### src/rtl/step_pkg.sv
// rtl/step_pkg.sv - shared state encoding and phase-time clamp for the step pulse train
package step_pkg;

  typedef enum logic [1:0] {
    ST_IDLE  = 2'd0,
    ST_SETUP = 2'd1,
    ST_HIGH  = 2'd2,
    ST_LOW   = 2'd3
  } step_state_t;

  // A programmed phase time of zero still yields a one-cycle phase.
  function automatic logic [31:0] clamp_to_one(input logic [31:0] v);
    return (v == 32'd0) ? 32'd1 : v;
  endfunction

endpackage

### src/rtl/step_timer.sv
// rtl/step_timer.sv - loadable down-counter that stops at zero and flags it
module step_timer #(
  parameter int TMR_W = 16
) (
  input  logic             CLK,
  input  logic             RSTn,
  input  logic             load,
  input  logic [TMR_W-1:0] load_val,
  input  logic             en,
  output logic             zero
);

  logic [TMR_W-1:0] cnt;

  always_ff @(posedge CLK or negedge RSTn) begin
    if (!RSTn) begin
      cnt <= '0;
    end else if (load) begin
      cnt <= load_val;
    end else if (en && (cnt != '0)) begin
      cnt <= cnt - TMR_W'(1);
    end
  end

  assign zero = (cnt == '0);

endmodule

### src/rtl/step_pulse_train.sv
// rtl/step_pulse_train.sv - burst generator for STEP/DIR with setup time, abort and status
module step_pulse_train
  import step_pkg::*;
#(
  parameter int CNT_W     = 16,
  parameter int TMR_W     = 16,
  parameter int SETUP_CYC = 2
) (
  input  logic             CLK,
  input  logic             RSTn,
  input  logic             SP,
  input  logic             ABORT,
  input  logic             DIR_IN,
  input  logic [CNT_W-1:0] NUM_STEPS,
  input  logic [TMR_W-1:0] HIGH_CYC,
  input  logic [TMR_W-1:0] LOW_CYC,
  output logic             STEP,
  output logic             DIR,
  output logic             BUSY,
  output logic             DONE,
  output logic [CNT_W-1:0] STEP_CNT
);

  step_state_t state, state_nxt;

  logic             sp_dly;
  logic             start;
  logic [CNT_W-1:0] num_lat;
  logic [TMR_W-1:0] h_lat, l_lat;
  logic             abort_pend;

  logic             tmr_load;
  logic [TMR_W-1:0] tmr_val;
  logic             tmr_zero;
  logic             latch;
  logic             cnt_inc;
  logic             done_nxt;

  // sp_dly resets high so an SP already asserted at reset release is not an edge.
  assign start = SP & ~sp_dly & ~ABORT;
  assign BUSY  = (state != ST_IDLE);

  step_timer #(.TMR_W(TMR_W)) u_timer (
    .CLK      (CLK),
    .RSTn     (RSTn),
    .load     (tmr_load),
    .load_val (tmr_val),
    .en       (BUSY),
    .zero     (tmr_zero)
  );

  always_ff @(posedge CLK or negedge RSTn) begin
    if (!RSTn) begin
      state <= ST_IDLE;
    end else begin
      state <= state_nxt;
    end
  end

  always_comb begin
    state_nxt = state;
    tmr_load  = 1'b0;
    tmr_val   = '0;
    latch     = 1'b0;
    cnt_inc   = 1'b0;
    done_nxt  = 1'b0;
    case (state)
      ST_IDLE: begin
        if (start) begin
          latch = 1'b1;
          if (NUM_STEPS == '0) begin
            done_nxt = 1'b1;
          end else begin
            state_nxt = ST_SETUP;
            tmr_load  = 1'b1;
            tmr_val   = TMR_W'(SETUP_CYC - 1);
          end
        end
      end
      ST_SETUP: begin
        if (ABORT) begin
          state_nxt = ST_IDLE;
          done_nxt  = 1'b1;
        end else if (tmr_zero) begin
          state_nxt = ST_HIGH;
          tmr_load  = 1'b1;
          tmr_val   = h_lat - TMR_W'(1);
        end
      end
      ST_HIGH: begin
        if (tmr_zero) begin
          state_nxt = ST_LOW;
          tmr_load  = 1'b1;
          tmr_val   = l_lat - TMR_W'(1);
          cnt_inc   = 1'b1;
        end
      end
      ST_LOW: begin
        // The low phase always runs to completion before a burst may end.
        if (tmr_zero) begin
          if ((STEP_CNT == num_lat) || abort_pend || ABORT) begin
            state_nxt = ST_IDLE;
            done_nxt  = 1'b1;
          end else begin
            state_nxt = ST_HIGH;
            tmr_load  = 1'b1;
            tmr_val   = h_lat - TMR_W'(1);
          end
        end
      end
      default: state_nxt = ST_IDLE;
    endcase
  end

  always_ff @(posedge CLK or negedge RSTn) begin
    if (!RSTn) begin
      sp_dly     <= 1'b1;
      STEP       <= 1'b0;
      DIR        <= 1'b0;
      DONE       <= 1'b0;
      STEP_CNT   <= '0;
      num_lat    <= '0;
      h_lat      <= TMR_W'(1);
      l_lat      <= TMR_W'(1);
      abort_pend <= 1'b0;
    end else begin
      sp_dly <= SP;
      STEP   <= (state_nxt == ST_HIGH);
      DONE   <= done_nxt;
      if (latch) begin
        num_lat    <= NUM_STEPS;
        h_lat      <= TMR_W'(clamp_to_one(32'(HIGH_CYC)));
        l_lat      <= TMR_W'(clamp_to_one(32'(LOW_CYC)));
        DIR        <= DIR_IN;
        STEP_CNT   <= '0;
        abort_pend <= 1'b0;
      end else begin
        if (cnt_inc) begin
          STEP_CNT <= STEP_CNT + CNT_W'(1);
        end
        if (ABORT && ((state == ST_HIGH) || (state == ST_LOW))) begin
          abort_pend <= 1'b1;
        end
      end
    end
  end

endmodule

### config.mk
export PLATFORM = sky130hd
export DESIGN_NAME = step_pulse_train
export DESIGN_NICKNAME = d
export VERILOG_FILES = /design/src/rtl/step_pkg.sv /design/src/rtl/step_timer.sv /design/src/rtl/step_pulse_train.sv
export SDC_FILE = /design/constraint.sdc
export NUM_CORES = 1
export LEC_CHECK = 0
export CAP_MARGIN = 20
export CORE_MARGIN = 4
export CORE_UTILIZATION = 30
export DETAILED_ROUTE_END_ITERATION = 8
export GPL_TIMING_DRIVEN = 0
export MAX_ROUTING_LAYER = met4
export PLACE_DENSITY = 0.51
export SYNTH_ARGS = -nofsm -noshare
export SYNTH_HDL_FRONTEND = slang
export SYNTH_SLANG_ARGS = --single-unit
### constraint.sdc
create_clock -name CLK -period 2.31 [get_ports CLK]
set_input_delay 0.3465 -clock CLK [delete_from_list [all_inputs] [get_ports CLK]]
set_output_delay 0.3465 -clock CLK [all_outputs]
set_load 0.02 [all_outputs]
; ---- Yosys cells after proc, flatten, opt, wreduce, memory -nomap -nowiden
; Index checks and enable logic that the tools add are counted.
[classes]
addsub = 4
mux = 40
n_bitwise = 4
n_eq_ne = 5
reduce_logical = 15
[ops]
columns = operator, n
row1 = $mux W16, 11
row2 = $logic_not A16 Y1, 4
row3 = $pmux W16 S4, 1
row4 = $sub A16 B1 Y16 const B, 3
row5 = $mux W1, 18
row6 = $add A16 B1 Y16 const B, 1
row7 = $eq A16 B16 Y1, 1
row8 = $reduce_bool A16 Y1, 1
row9 = $mux W2, 7
row10 = $pmux W2 S4, 1
row11 = $reduce_bool A2 Y1, 4
row12 = $eq A2 B2 Y1 const B, 3
row13 = $pmux W1 S4, 1
row14 = $logic_or A1 B1 Y1, 3
row15 = $pmux W1 S3, 1
row16 = $and A1 B1 Y1, 2
row17 = $eq A2 B1 Y1 const B, 1
row18 = $logic_and A1 B1 Y1, 2
row19 = $logic_not A2 Y1, 1
row20 = $not A1 Y1, 2
[word_totals]
register_bits = 87
inputBits = 53
output_inout_bits = 20
word_cells = 79

; ---- Depth between registers and ports, before layout
; Gate-level depths: netlist of run 1.
[depth]
word_depth = 7
mapped_depth = 9
depth_no_buf = 8

; ---- Cells and area by module
; From an unflattened synthesis of run 1, not the netlist that was laid out.
[hier_totals]
hier_cells = 570
area_unflattened_um2 = 4835.9
[by_module_without_submodules]
columns = module, area_each_um2, n_inst, seq_area_each_um2, cells_per_inst
row1 = step_pulse_train, 3781.1, 1, 1780.5, 446
row2 = step_timer, 1054.8, 1, 400.4, 124

; ---- Worst setup path before layout of run 1
; Ideal clock, no wire load.
[synth_timing]
path_type = register to register
from = register u_timer.cnt[0]
to = register STEP_CNT[14]
path_buffers = 1
setup_time_ns = 0.129
slack_ns = -0.085
required_ns = 2.181
arrival_ns = 2.266
synth_period_minus_slack_ns = 2.395
path_stages_with_launch = 10
path_cell_list = dfrtp_1 inv_1 ha_1 nor3b_2 nand4_4 or4_4 buf_6 nor4_4 xnor2_1 nor2_2
[synth_via]
elab_chain_len = 4
[synth_rtl]
columns = element, line_no
row1 = from (decl), step_timer.sv:13  ; logic [TMR_W-1:0] cnt;
row2 = from (signal assigned), step_timer.sv:19  ; cnt <= load_val;
row3 = from (signal assigned), step_timer.sv:21  ; cnt <= cnt - TMR_W'(1);
row4 = $logic_not A16 Y1, step_timer.sv:25  ; assign zero = (cnt == '0);
row5 = $mux W1, step_pulse_train.sv:91  ; if (tmr_zero) begin
row6 = $mux W1, step_pulse_train.sv:67  ; case (state)
row7 = $reduce_bool A2 Y1 (no source line), -
row8 = to (signal assigned), step_pulse_train.sv:139  ; STEP_CNT <= STEP_CNT + CNT_W'(1);
row9 = to (decl), step_pulse_train.sv:21  ; output logic [CNT_W-1:0] STEP_CNT
; Every way passes these cells.
; A chain may end at the register's enable or synchronous reset.

; ---- Worst setup path after layout of run 1
[layout_timing]
from = register l_lat[2]
to = register u_timer.cnt[15]
[layout_via]
elab_chain_len = 4
[layout_rtl]
columns = element, line_no
row1 = from (decl), step_pulse_train.sv:29  ; logic [TMR_W-1:0] h_lat, l_lat;
row2 = from (signal assigned), step_pulse_train.sv:133  ; l_lat <= TMR_W'(clamp_to_one(32'(LOW_CYC)));
row3 = $sub A16 B1 Y16, step_pulse_train.sv:94  ; tmr_val = l_lat - TMR_W'(1);
row4 = $mux W16, step_pulse_train.sv:91
row5 = $pmux W16 S4, step_pulse_train.sv:67
row6 = $mux W16, step_timer.sv:18  ; end else if (load) begin
; Every way passes these cells.

==> results of run 1 <==
cell usage in the layout, fill, tap and decap left out, types with 5 or more instances in the layout:
cell,count
a22oi_1,6
a21oi_1,20
nor4_1,18
buf_4,13
clkdlybuf4s50_1,71
clkbuf_1,9
nor2_1,30
nor4_4,5
nand3_1,15
inv_1,6
dfrtp_1,81
xnor2_1,17
nand4_1,7
or3_1,5
nor3_1,13
clkbuf_2,8
nand2_1,175
nor3_2,5
a31oi_1,7
xor2_1,34
clkbuf_16,9
o21ai_0,11
repair_timing:
item	4_1_cts	5_1_grt
pin swaps	8	8
resized for setup	18	41
buffers inserted	7	5
gates cloned	0	0
setup endpoints to repair	27	73
hold buffers	1	0
hold endpoints to repair	32	0
flip-flops by register name, summed over array words and instances (netlist names), 2 cells and up:
name         count
l_lat           16
u_timer.cnt     16
h_lat           16
num_lat         16
state            2
STEP_CNT        16
report_power, final:
part / switching [mW] / internal (mW)
clock: 0.626 / 0.900
combinational: 0.610 / 0.648
sequential: 0.409 / 1.78
cells by family after synthesis:
kind of cell               Yosys count  synth area share, %
AOI/OAI and AO/OA                   82                 11.5
xor gates and xnor gates            51                 9.15
DFF                                 87                 44.7
adders and majority gates            4                 1.02
and+or+nand+nor                    314                 30.9
buffers and inverters               31                 2.54
muxes                                1                0.231
per-stage QoR:
step                instances  utilization (%)  area (sq um)
floorplan                 570                -          4900
global placement          858             37.0          5890
detailed placement        859             37.1          5920
CTS                       879             39.7          6340
global route              882             40.6          6470
finish                    882             40.6          6470
final timing paths:
kind | startpoint | to | slack (ns) | cells after the start
worst max-delay path | l_lat[2]$_DFFE_PN0P_ | u_timer.cnt[15]$_DFFE_PN0P_ | 0.02 | 6
worst min-delay path | SP | sp_dly$_DFF_PN1_ | 0.43 | 1
worst max register to register | l_lat[2]$_DFFE_PN0P_ | u_timer.cnt[15]$_DFFE_PN0P_ | 0.02 | 6
worst min register to register | DIR$_DFFE_PN0P_ | DIR$_DFFE_PN0P_ | 0.49 | 2
max in group asynchronous | RSTn | sp_dly$_DFF_PN1_ | 1.13 | 3
min in group asynchronous | RSTn | DIR$_DFFE_PN0P_ | 0.49 | 2
per-layer routing:
layer	wire [um]	global-route usage, %	vias to the layer above
met5	0	-	-
met3	587	2.34	15
met2	6960	26.5	105
met1	7180	23.4	2144
li1	-	-	2176
met4	265	6.61	0
area by class of cell:
class	instances	area share (%)
clock inverters	4	0.832
inverters	8	0.464
repair buffers	86	13.1
well taps	216	4.18
multi-input cells	452	42.5
flip-flops and latches	87	33.8
plain buffers	17	1.26
clock buffers	12	3.97
==> run metrics, run 1 <==
Sequential cell area=2180 sq um; clock buffer depth=2; worst-margin pin slew=0.750 ns; clock transition at the registers of the reported paths=0.06 ns; Post-synth EDFFs=0; Via-to-Cell Ratio=just over 5; RSZ-0062 raised after global routing=true; Yosys Warn Count=0; Post-Place Setup Slack=-0.616 ns; worst vdd ir=~380 uV; number of fill cells=1,604; crit path buf inv count=0; status=finished clean; Pwr Total=4.98 mW; layout cell share with drive strength beyond 1=between 10% and 20%; Starting Density=30.6%; Die ar.=around 18,000 sq um; total routed wirelength=15,000 um; leading area contributor after synthesis=dfrtp_1; core area=15,900 sq um; CP peak stage delay=0.58 ns; Unique masters post-synth=58; Yosys reg bits=87; routed vias=~4,400; Layout Area Growth over Synthesis=32.5%; Max Freq=0.436 GHz; Crit path required time=2.58 ns; Final ANT Viol Nets=0; crit path launch type=register; Leakage=2.93 nW; Residual DRC=0; Slowest cell on crit path=or4_4; Clock Latency Late Sink=0.35 ns; GRT Overall Usage=approximately 17%; final hold slack=0.432 ns; pwr dens=770 nW/um^2; most numerous cell in the Yosys netlist=nand2_1; most instantiated cells after synthesis=175 x nand2_1, 84 x dfrtp_1, 34 x xor2_1; Slew Limit Fails=0; Worst Skew=0.00529 ns; Wirelength per Cell=around 17 um; most used cell, CP=or4_4; initial antenna violation count=0; CTS tree=done; std cell rows=46; # port buffers=72; CP endpoint kind=register; drt initial violations=256; area of the multi-input gates=2750 sq um; sequential fraction of the synthesis area=44.7%; vias in the first global route=4,397; family with the most delay on the worst path=simple AND/OR/NAND/NOR gates; final setup TNS=0 ns; post-layout worst setup margin=~0.017 ns; setup violators final=0; root buf cell=clkbuf_16; cells after synthesis=570; synthesized area=4880 sq um; ys flop type=dfrtp_1; mean post-synth cell area=~8.6 sq um; Syn Nets=627; nets@finish=718; die width=136 um; Arrival @ worst endpoint=2.57 ns; n_diodes=0; Detail Placement HPWL=11,400 um; Hold/Removal Path Class=in2reg; area fraction of the dominant cell type after synthesis=43.0%; Hold Violations, Final=0; first-pass GRT wire length=about 24,000 um; synth top area cells=dfrtp_1 43%, nand2_1 13%, xor2_1 6.1%, xnor2_1 3.0%, nor4_1 2.7%; Slew Limit Headroom=approximately half; largest net degree at the start of global routing=54; io pins=73; CTS HTree Levels=3; Sink Count=87; CP Max Fanout=5; crit path cell chain=or4_4, or4_4, nor3_2, xor2_1, a22oi_2, a2bb2oi_1; GR Overflow Total=0; first drt pass iteration count=4; Final GP Congestion=0.916; Final min period=2.29 ns; asr flop ratio synth=between 90% and 100%; max cap viols=0; CP Class=reg2reg; Die Ht=around 140 um; Final period util=99.3%; CTS Buf Count=9
Note: power is estimated with default switching activity, not from simulation.
==> run 2, diff against run 1 <==
--- a/config.mk
+++ b/config.mk
@@ -12,6 +12,7 @@
 export GPL_TIMING_DRIVEN = 0
 export MAX_ROUTING_LAYER = met4
 export PLACE_DENSITY = 0.51
+export SLEW_MARGIN = 20
 export SYNTH_ARGS = -nofsm -noshare
 export SYNTH_HDL_FRONTEND = slang
 export SYNTH_SLANG_ARGS = --single-unit
==> results of run 2 <==
No change in the layout: final DEF, timing and power equal those of run 1.
